File: src/rtl/result_bcd_display.sv
// Captures 8-bit products, converts them to 3-digit BCD with a double-dabble FSM and
// drives a multiplexed 4-digit common-anode display. Optional macro: STATE_DIGIT_EN.
module result_bcd_display #(
  parameter int REFRESH_DIV   = 100000,
  parameter bit LEADING_BLANK = 1'b1
) (
  input  logic        clk,
  input  logic        rst,
  input  logic [7:0]  result,
  input  logic        result_valid,
  input  logic [2:0]  st_in,
  output logic        busy,
  output logic [11:0] bcd_out,
  output logic [6:0]  seg,
  output logic [3:0]  an,
  output logic        dp,
  output logic [1:0]  dbg_state
);

  typedef enum logic [1:0] {
    IDLE  = 2'd0,
    SHIFT = 2'd1,
    DONE  = 2'd2
  } state_e;

  localparam int            CW      = $clog2(REFRESH_DIV);
  localparam logic [CW-1:0] CNT_MAX = CW'(REFRESH_DIV - 1);
  localparam logic [6:0]    BLANK   = 7'b1111111;

  // Handshake: result is taken on any cycle result_valid is high; there is no ready.
  // While busy the value lands in a one-deep pending slot (newest wins).
  state_e        state_q, state_d;
  logic [7:0]    bin_q, bin_d;
  logic [11:0]   scratch_q, scratch_d;
  logic [11:0]   adj;
  logic [3:0]    count_q, count_d;
  logic          pend_valid_q, pend_valid_d;
  logic [7:0]    pend_q, pend_d;
  logic [11:0]   bcd_q, bcd_d;

  logic [CW-1:0] cnt_q, cnt_d;
  logic [1:0]    digit_q, digit_d;
  logic [3:0]    an_q, an_d;
  logic [6:0]    seg_q, seg_d;

  function automatic logic [6:0] seg_of(input logic [3:0] d);
    case (d)
      4'd0:    seg_of = 7'b1000000;
      4'd1:    seg_of = 7'b1111001;
      4'd2:    seg_of = 7'b0100100;
      4'd3:    seg_of = 7'b0110000;
      4'd4:    seg_of = 7'b0011001;
      4'd5:    seg_of = 7'b0010010;
      4'd6:    seg_of = 7'b0000010;
      4'd7:    seg_of = 7'b1111000;
      4'd8:    seg_of = 7'b0000000;
      4'd9:    seg_of = 7'b0010000;
      default: seg_of = 7'b1111111;
    endcase
  endfunction

  function automatic logic [3:0] add3(input logic [3:0] n);
    add3 = (n >= 4'd5) ? n + 4'd3 : n;
  endfunction

  always_comb begin
    adj = {add3(scratch_q[11:8]), add3(scratch_q[7:4]), add3(scratch_q[3:0])};
  end

  always_comb begin
    state_d      = state_q;
    bin_d        = bin_q;
    scratch_d    = scratch_q;
    count_d      = count_q;
    pend_valid_d = pend_valid_q;
    pend_d       = pend_q;
    bcd_d        = bcd_q;
    case (state_q)
      IDLE: begin
        if (result_valid) begin
          bin_d     = result;
          scratch_d = 12'd0;
          count_d   = 4'd0;
          state_d   = SHIFT;
        end
      end
      SHIFT: begin
        {scratch_d, bin_d} = {adj[10:0], bin_q, 1'b0};
        count_d            = count_q + 4'd1;
        if (count_q == 4'd7) state_d = DONE;
        if (result_valid) begin
          pend_valid_d = 1'b1;
          pend_d       = result;
        end
      end
      DONE: begin
        bcd_d        = scratch_q;
        pend_valid_d = 1'b0;
        scratch_d    = 12'd0;
        count_d      = 4'd0;
        // A strobe on this edge is newer than anything already pending.
        if (result_valid) begin
          bin_d   = result;
          state_d = SHIFT;
        end else if (pend_valid_q) begin
          bin_d   = pend_q;
          state_d = SHIFT;
        end else begin
          state_d = IDLE;
        end
      end
      default: state_d = IDLE;
    endcase
  end

  always_comb begin
    cnt_d   = cnt_q + CW'(1);
    digit_d = digit_q;
    if (cnt_q == CNT_MAX) begin
      cnt_d   = '0;
      digit_d = digit_q + 2'd1;
    end
    an_d = ~(4'b0001 << digit_d);
    case (digit_d)
      2'd0:    seg_d = seg_of(bcd_d[3:0]);
      2'd1:    seg_d = (LEADING_BLANK && bcd_d[11:8] == 4'd0 && bcd_d[7:4] == 4'd0)
                       ? BLANK : seg_of(bcd_d[7:4]);
      2'd2:    seg_d = (LEADING_BLANK && bcd_d[11:8] == 4'd0) ? BLANK : seg_of(bcd_d[11:8]);
`ifdef STATE_DIGIT_EN
      default: seg_d = seg_of({1'b0, st_in});
`else
      default: seg_d = BLANK;
`endif
    endcase
  end

`ifndef STATE_DIGIT_EN
  logic unused_st_in;
  assign unused_st_in = ^st_in;
`endif

  always_ff @(posedge clk) begin
    if (!rst) begin
      state_q      <= IDLE;
      bin_q        <= 8'd0;
      scratch_q    <= 12'd0;
      count_q      <= 4'd0;
      pend_valid_q <= 1'b0;
      pend_q       <= 8'd0;
      bcd_q        <= 12'd0;
      cnt_q        <= '0;
      digit_q      <= 2'd0;
      an_q         <= 4'b1110;
      seg_q        <= 7'b1000000;
    end else begin
      state_q      <= state_d;
      bin_q        <= bin_d;
      scratch_q    <= scratch_d;
      count_q      <= count_d;
      pend_valid_q <= pend_valid_d;
      pend_q       <= pend_d;
      bcd_q        <= bcd_d;
      cnt_q        <= cnt_d;
      digit_q      <= digit_d;
      an_q         <= an_d;
      seg_q        <= seg_d;
    end
  end

  assign busy      = (state_q != IDLE);
  assign bcd_out   = bcd_q;
  assign seg       = seg_q;
  assign an        = an_q;
  assign dp        = 1'b1;
  assign dbg_state = state_q;

endmodule

File: config.mk
export PLATFORM = sky130hd
export DESIGN_NAME = result_bcd_display
export DESIGN_NICKNAME = d
export VERILOG_FILES = /design/src/rtl/result_bcd_display.sv
export SDC_FILE = /design/constraint.sdc
export NUM_CORES = 1
export LEC_CHECK = 0
export ABC_AREA = 1
export BUFFER_PORTS_ARGS = -buffer_cell sky130_fd_sc_hd__buf_2
export CAP_MARGIN = 30
export CELL_PAD_IN_SITES_DETAIL_PLACEMENT = 0
export CELL_PAD_IN_SITES_GLOBAL_PLACEMENT = 1
export CORE_MARGIN = 1
export CORE_UTILIZATION = 43
export DETAILED_ROUTE_END_ITERATION = 8
export PLACE_DENSITY = 0.89
export SETUP_SLACK_MARGIN = 0.15
export SKIP_CTS_REPAIR_TIMING = 1
export SYNTH_ARGS = -nofsm -noshare
export SYNTH_HDL_FRONTEND = slang
export SYNTH_SLANG_ARGS = --single-unit
File: constraint.sdc
create_clock -name clk -period 2.5 [get_ports clk]
set_input_delay 0.125 -clock clk [delete_from_list [all_inputs] [get_ports clk]]
set_output_delay 0.125 -clock clk [all_outputs]
set_load 0.005 [all_outputs]
==> out/summary.txt <==
=============================================================================
Path type of the worst min-delay path .......................... input pin to flop
Worst vdd ir ...................................................   0.000598 V
Area growth from synthesis to final layout .....................        11.3%
Post-synthesis mux area share ..................................           0%
Total Wirelength ...............................................      9300 um
Vias per std cell ..............................................         4.89
Number of max-cap violations ...................................            0
Fraction of layout instances using a drive strength above 1 ....        16.9%
Antenna violation net count after detailed routing .............            0
Final non-filler cell total ....................................          796
Via count of the first global-routing pass .....................         3661
CTS clock-pin slew for the worst setup and hold paths ..........        80 ps
Portion of the post-synthesis area used by sequential elements .        35.3%
Standby leakage power ..........................................   0.00220 uW
CTS tree .......................................................         done
Final hold vios ................................................            0
Combined global-route utilization of all metal layers ..........        19.1%
Fraction of the mapped netlist area in simple logic gates ......        29.9%
Type of element capturing the critical path ....................         flop
Worst path arrival time ........................................      2400 ps
Number of H-tree branching levels ..............................            3
Compound-Gate Fraction of Synth Area ...........................        15.1%
Number of placement rows .......................................           36
Reg-to-reg critical path startpoint ............................ dbg_state[0]
Sequential cell area ...........................................  0.00154 mm2
Placed wire-length estimate after detailed placement ...........      6810 um
Mean post-synth cell area ......................................     7.01 um2
Filler cell count ..............................................         1013
Drt first pass iters ...........................................            4
Initial core utilization .......................................        44.4%
Gate Count Post-Synth ..........................................          622
Total Die Area .................................................   0.0106 mm2
Crit path required time ........................................      2730 ps
Final worst clock skew .........................................      14.7 ps
Placer congestion estimate .....................................        0.821
Number of unique standard cell types used by synthesis .........           44
Critical path class ............................................ flop to flop
Hold Path End ..................................................     bin_q[5]
Antenna violations before repair ...............................            0
Antenna Diode Count ............................................            0
Maximum clock insertion buffer count ...........................            2
Area of the core ...............................................  0.00982 mm2
Num CTS Buffers ................................................            9
Number of buffer cells added on primary ports ..................           36
Post-synthesis instance area ...................................  0.00436 mm2
Launching element type of the critical path ....................         flop
Clk_lat worst skew .............................................       350 ps
Count of yosys warnings during synthesis .......................            0
Transition time at the pin with the least slew margin ..........       863 ps
First-iteration detailed-routing DRC count .....................          147
Adder and majority gate portion of the synthesized area ........        7.75%
HP Start .......................................................    result[5]
Fmax ...........................................................      461 MHz
Largest net degree at the start of global routing ..............           26
Worst slew slack as a fraction of its limit ....................        42.4%
Largest fanout on the critical path ............................           25
Overflow after GRT .............................................            0
Combinational family with the most area after synthesis ........ simple AND/OR/NAND/NOR gates
Boundary Pins ..................................................           41
Clock period minus worst slack .................................      2170 ps
Post-route DRC .................................................            0
Area of the multi-input gates ..................................  0.00240 mm2
Setup repair after global routing missed its margin ............           no
Worst setup startpoint ......................................... dbg_state[0]
Total number of vias ...........................................         3894
Max-slew violation count .......................................            0
Clock Root Buffer ..............................................     clkbuf_8
Die Ht .........................................................       103 um
Power density of the placed cells ..............................   989 mW/mm2
Total Nets Final ...............................................          700
Total Negative Setup Slacks ....................................         0 ps
Terminus of the critical flop-to-flop path .....................       seg[1]
Final routed wire length divided by cell count .................      11.7 um
Internal reg-to-reg setup slack ................................       330 ps
Total of flip-flops plus latches after synthesis ...............           77
Result of the run .............................................. complete, no violations
Cell depth of the worst hold path ..............................            3
Post-route clock period utilization ............................        86.8%
Count of final setup violators .................................            0
Wire length of the first global-routing pass ...................     16000 um
Clock sinks ....................................................           77
Post-synthesis share of cell area spent on xor and xnor gates ..        1.81%
Width of the die ...............................................       103 um
Cell count of the worst reg-to-reg path ........................           16
Post-Synthesis Net Count .......................................          663
Placed Instances ...............................................          778
=============================================================================
==> power breakdown <==
part | internal (uW) | switching [uW] | total, uW
Combinational | 889 | 1530 | 2420
Sequential | 1430 | 104 | 1540
Clock | 384 | 457 | 840
Total | 2710 | 2090 | 4800
==> cell usage in the layout (no fill, tap or decap), types with 3 or more instances in the layout <==
cell type    n
o211ai_1     3
clkbuf_8    10
nor3_1       6
buf_2       36
a221oi_1     5
nor2_4       3
o21a_1       3
nand2_2      8
xor2_1       8
o21ai_1      4
nor2_1      98
o21ai_2      6
inv_2        8
nor2_2       8
ha_1        27
o21ai_0     33
a21oi_1     33
a211oi_1     6
nand2_1    129
a32oi_1      3
dfxtp_1     75
nand3_1     32
inv_1       71
a21oi_2      6
buf_4        8
nand4_1      3
==> kinds of logic after synthesis <==
logic type,count (synthesis)
other,1
AO/OA/AOI/OAI,106
flip-flops,77
buffers and inverters,100
adder cells (fa/ha/maj),27
AND/OR/NAND/NOR,302
XOR/XNOR,9
==> per-stage QoR <==
step	hold slack (ps)	util (%)	area, um2	power (uW)	worst slack, ps
floorplan	290	-	4360	3360	291
global placement	398	47.3	4640	3880	304
detailed placement	418	47.3	4640	3910	269
CTS	36.2	49.0	4820	4770	242
global route	56.2	49.5	4860	5270	152
finish	45.4	49.5	4860	4800	330
==> registers in the layout (all words and copies together) (netlist names) <==
register      cells
bin_q             8
scratch_q        12
dbg_state         2
bcd_out          12
an                4
count_q           4
pend_valid_q      1
seg               7
digit_q           2
pend_q            8
cnt_q            17
==> cells in the mapped netlist (all sizes together) <==
| cell type | n | share of area, % |
|---|---|---|
| nand2 | 139 | 13 |
| nor2 | 109 | 10 |
| inv | 80 | 6.9 |
| dfxtp | 77 | 35 |
| o21ai | 45 | 6.1 |
| a21oi | 39 | 5.0 |
| nand3 | 34 | 4.1 |
| ha | 27 | 7.7 |
| buf | 10 | 2.1 |
| clkbuf | 10 | 0.86 |
| xor2 | 8 | 1.6 |
| nor3 | 7 | 0.92 |
| a211oi | 6 | 1.0 |
| a221oi | 5 | 1.0 |
| a32oi | 3 | 0.60 |
| nand4 | 3 | 0.43 |
| o211ai | 3 | 0.52 |
| o21a | 3 | 0.52 |
| or2 | 3 | 0.43 |
| nor3b | 2 | 0.34 |
| nor4 | 2 | 0.29 |
| and2 | 1 | 0.14 |
| and3 | 1 | 0.14 |
| conb | 1 | 0.086 |
| nand3b | 1 | 0.17 |
| o211a | 1 | 0.23 |
| o22ai | 1 | 0.14 |
| xnor2 | 1 | 0.20 |
==> worst max-delay path by stage <==
stage,depth (start not counted),to
floorplan,16,seg[3]
global placement,17,seg[3]
detailed placement,16,seg[6]
CTS,15,seg[1]
global route,17,seg[5]
finish,16,seg[1]
==> final cells by class <==
class / instances / area share, %
Clock buffer: 10 / 2.83
Clock inverter: 5 / 0.721
Inverter: 80 / 6.24
Multi-Input combinational cell: 445 / 49.4
Sequential cell: 77 / 31.8
Tap cell: 133 / 3.43
Timing Repair Buffer: 46 / 5.59
==> worst max-delay path: stages (launching register included) <==
cell and delay [ps]:
dfxtp_2 330, inv_1 50, ha_1 220, buf_12 170, inv_4 80, buf_6 140, nand2_1 90, nand2_4 100
inv_1 80, ha_1 200, nand2_1 80, and2_1 130, nand3_1 70, nand2_1 70, nand2_1 60, nor2_1 110
nor2_1 60
==> metal layers <==
layer | wire length (um) | share of wire (%) | global-route usage, % | vias up
met3 | 296 | 3.2 | 4.47 | 4
met4 | 72 | 0.77 | 5.60 | 0
met5 | 0 | 0 | 0 | -
li1 | - | - | - | 2061
met2 | 4330 | 47 | 32.8 | 43
met1 | 4600 | 50 | 23.8 | 1786
Power figures use the tool's default switching activity.
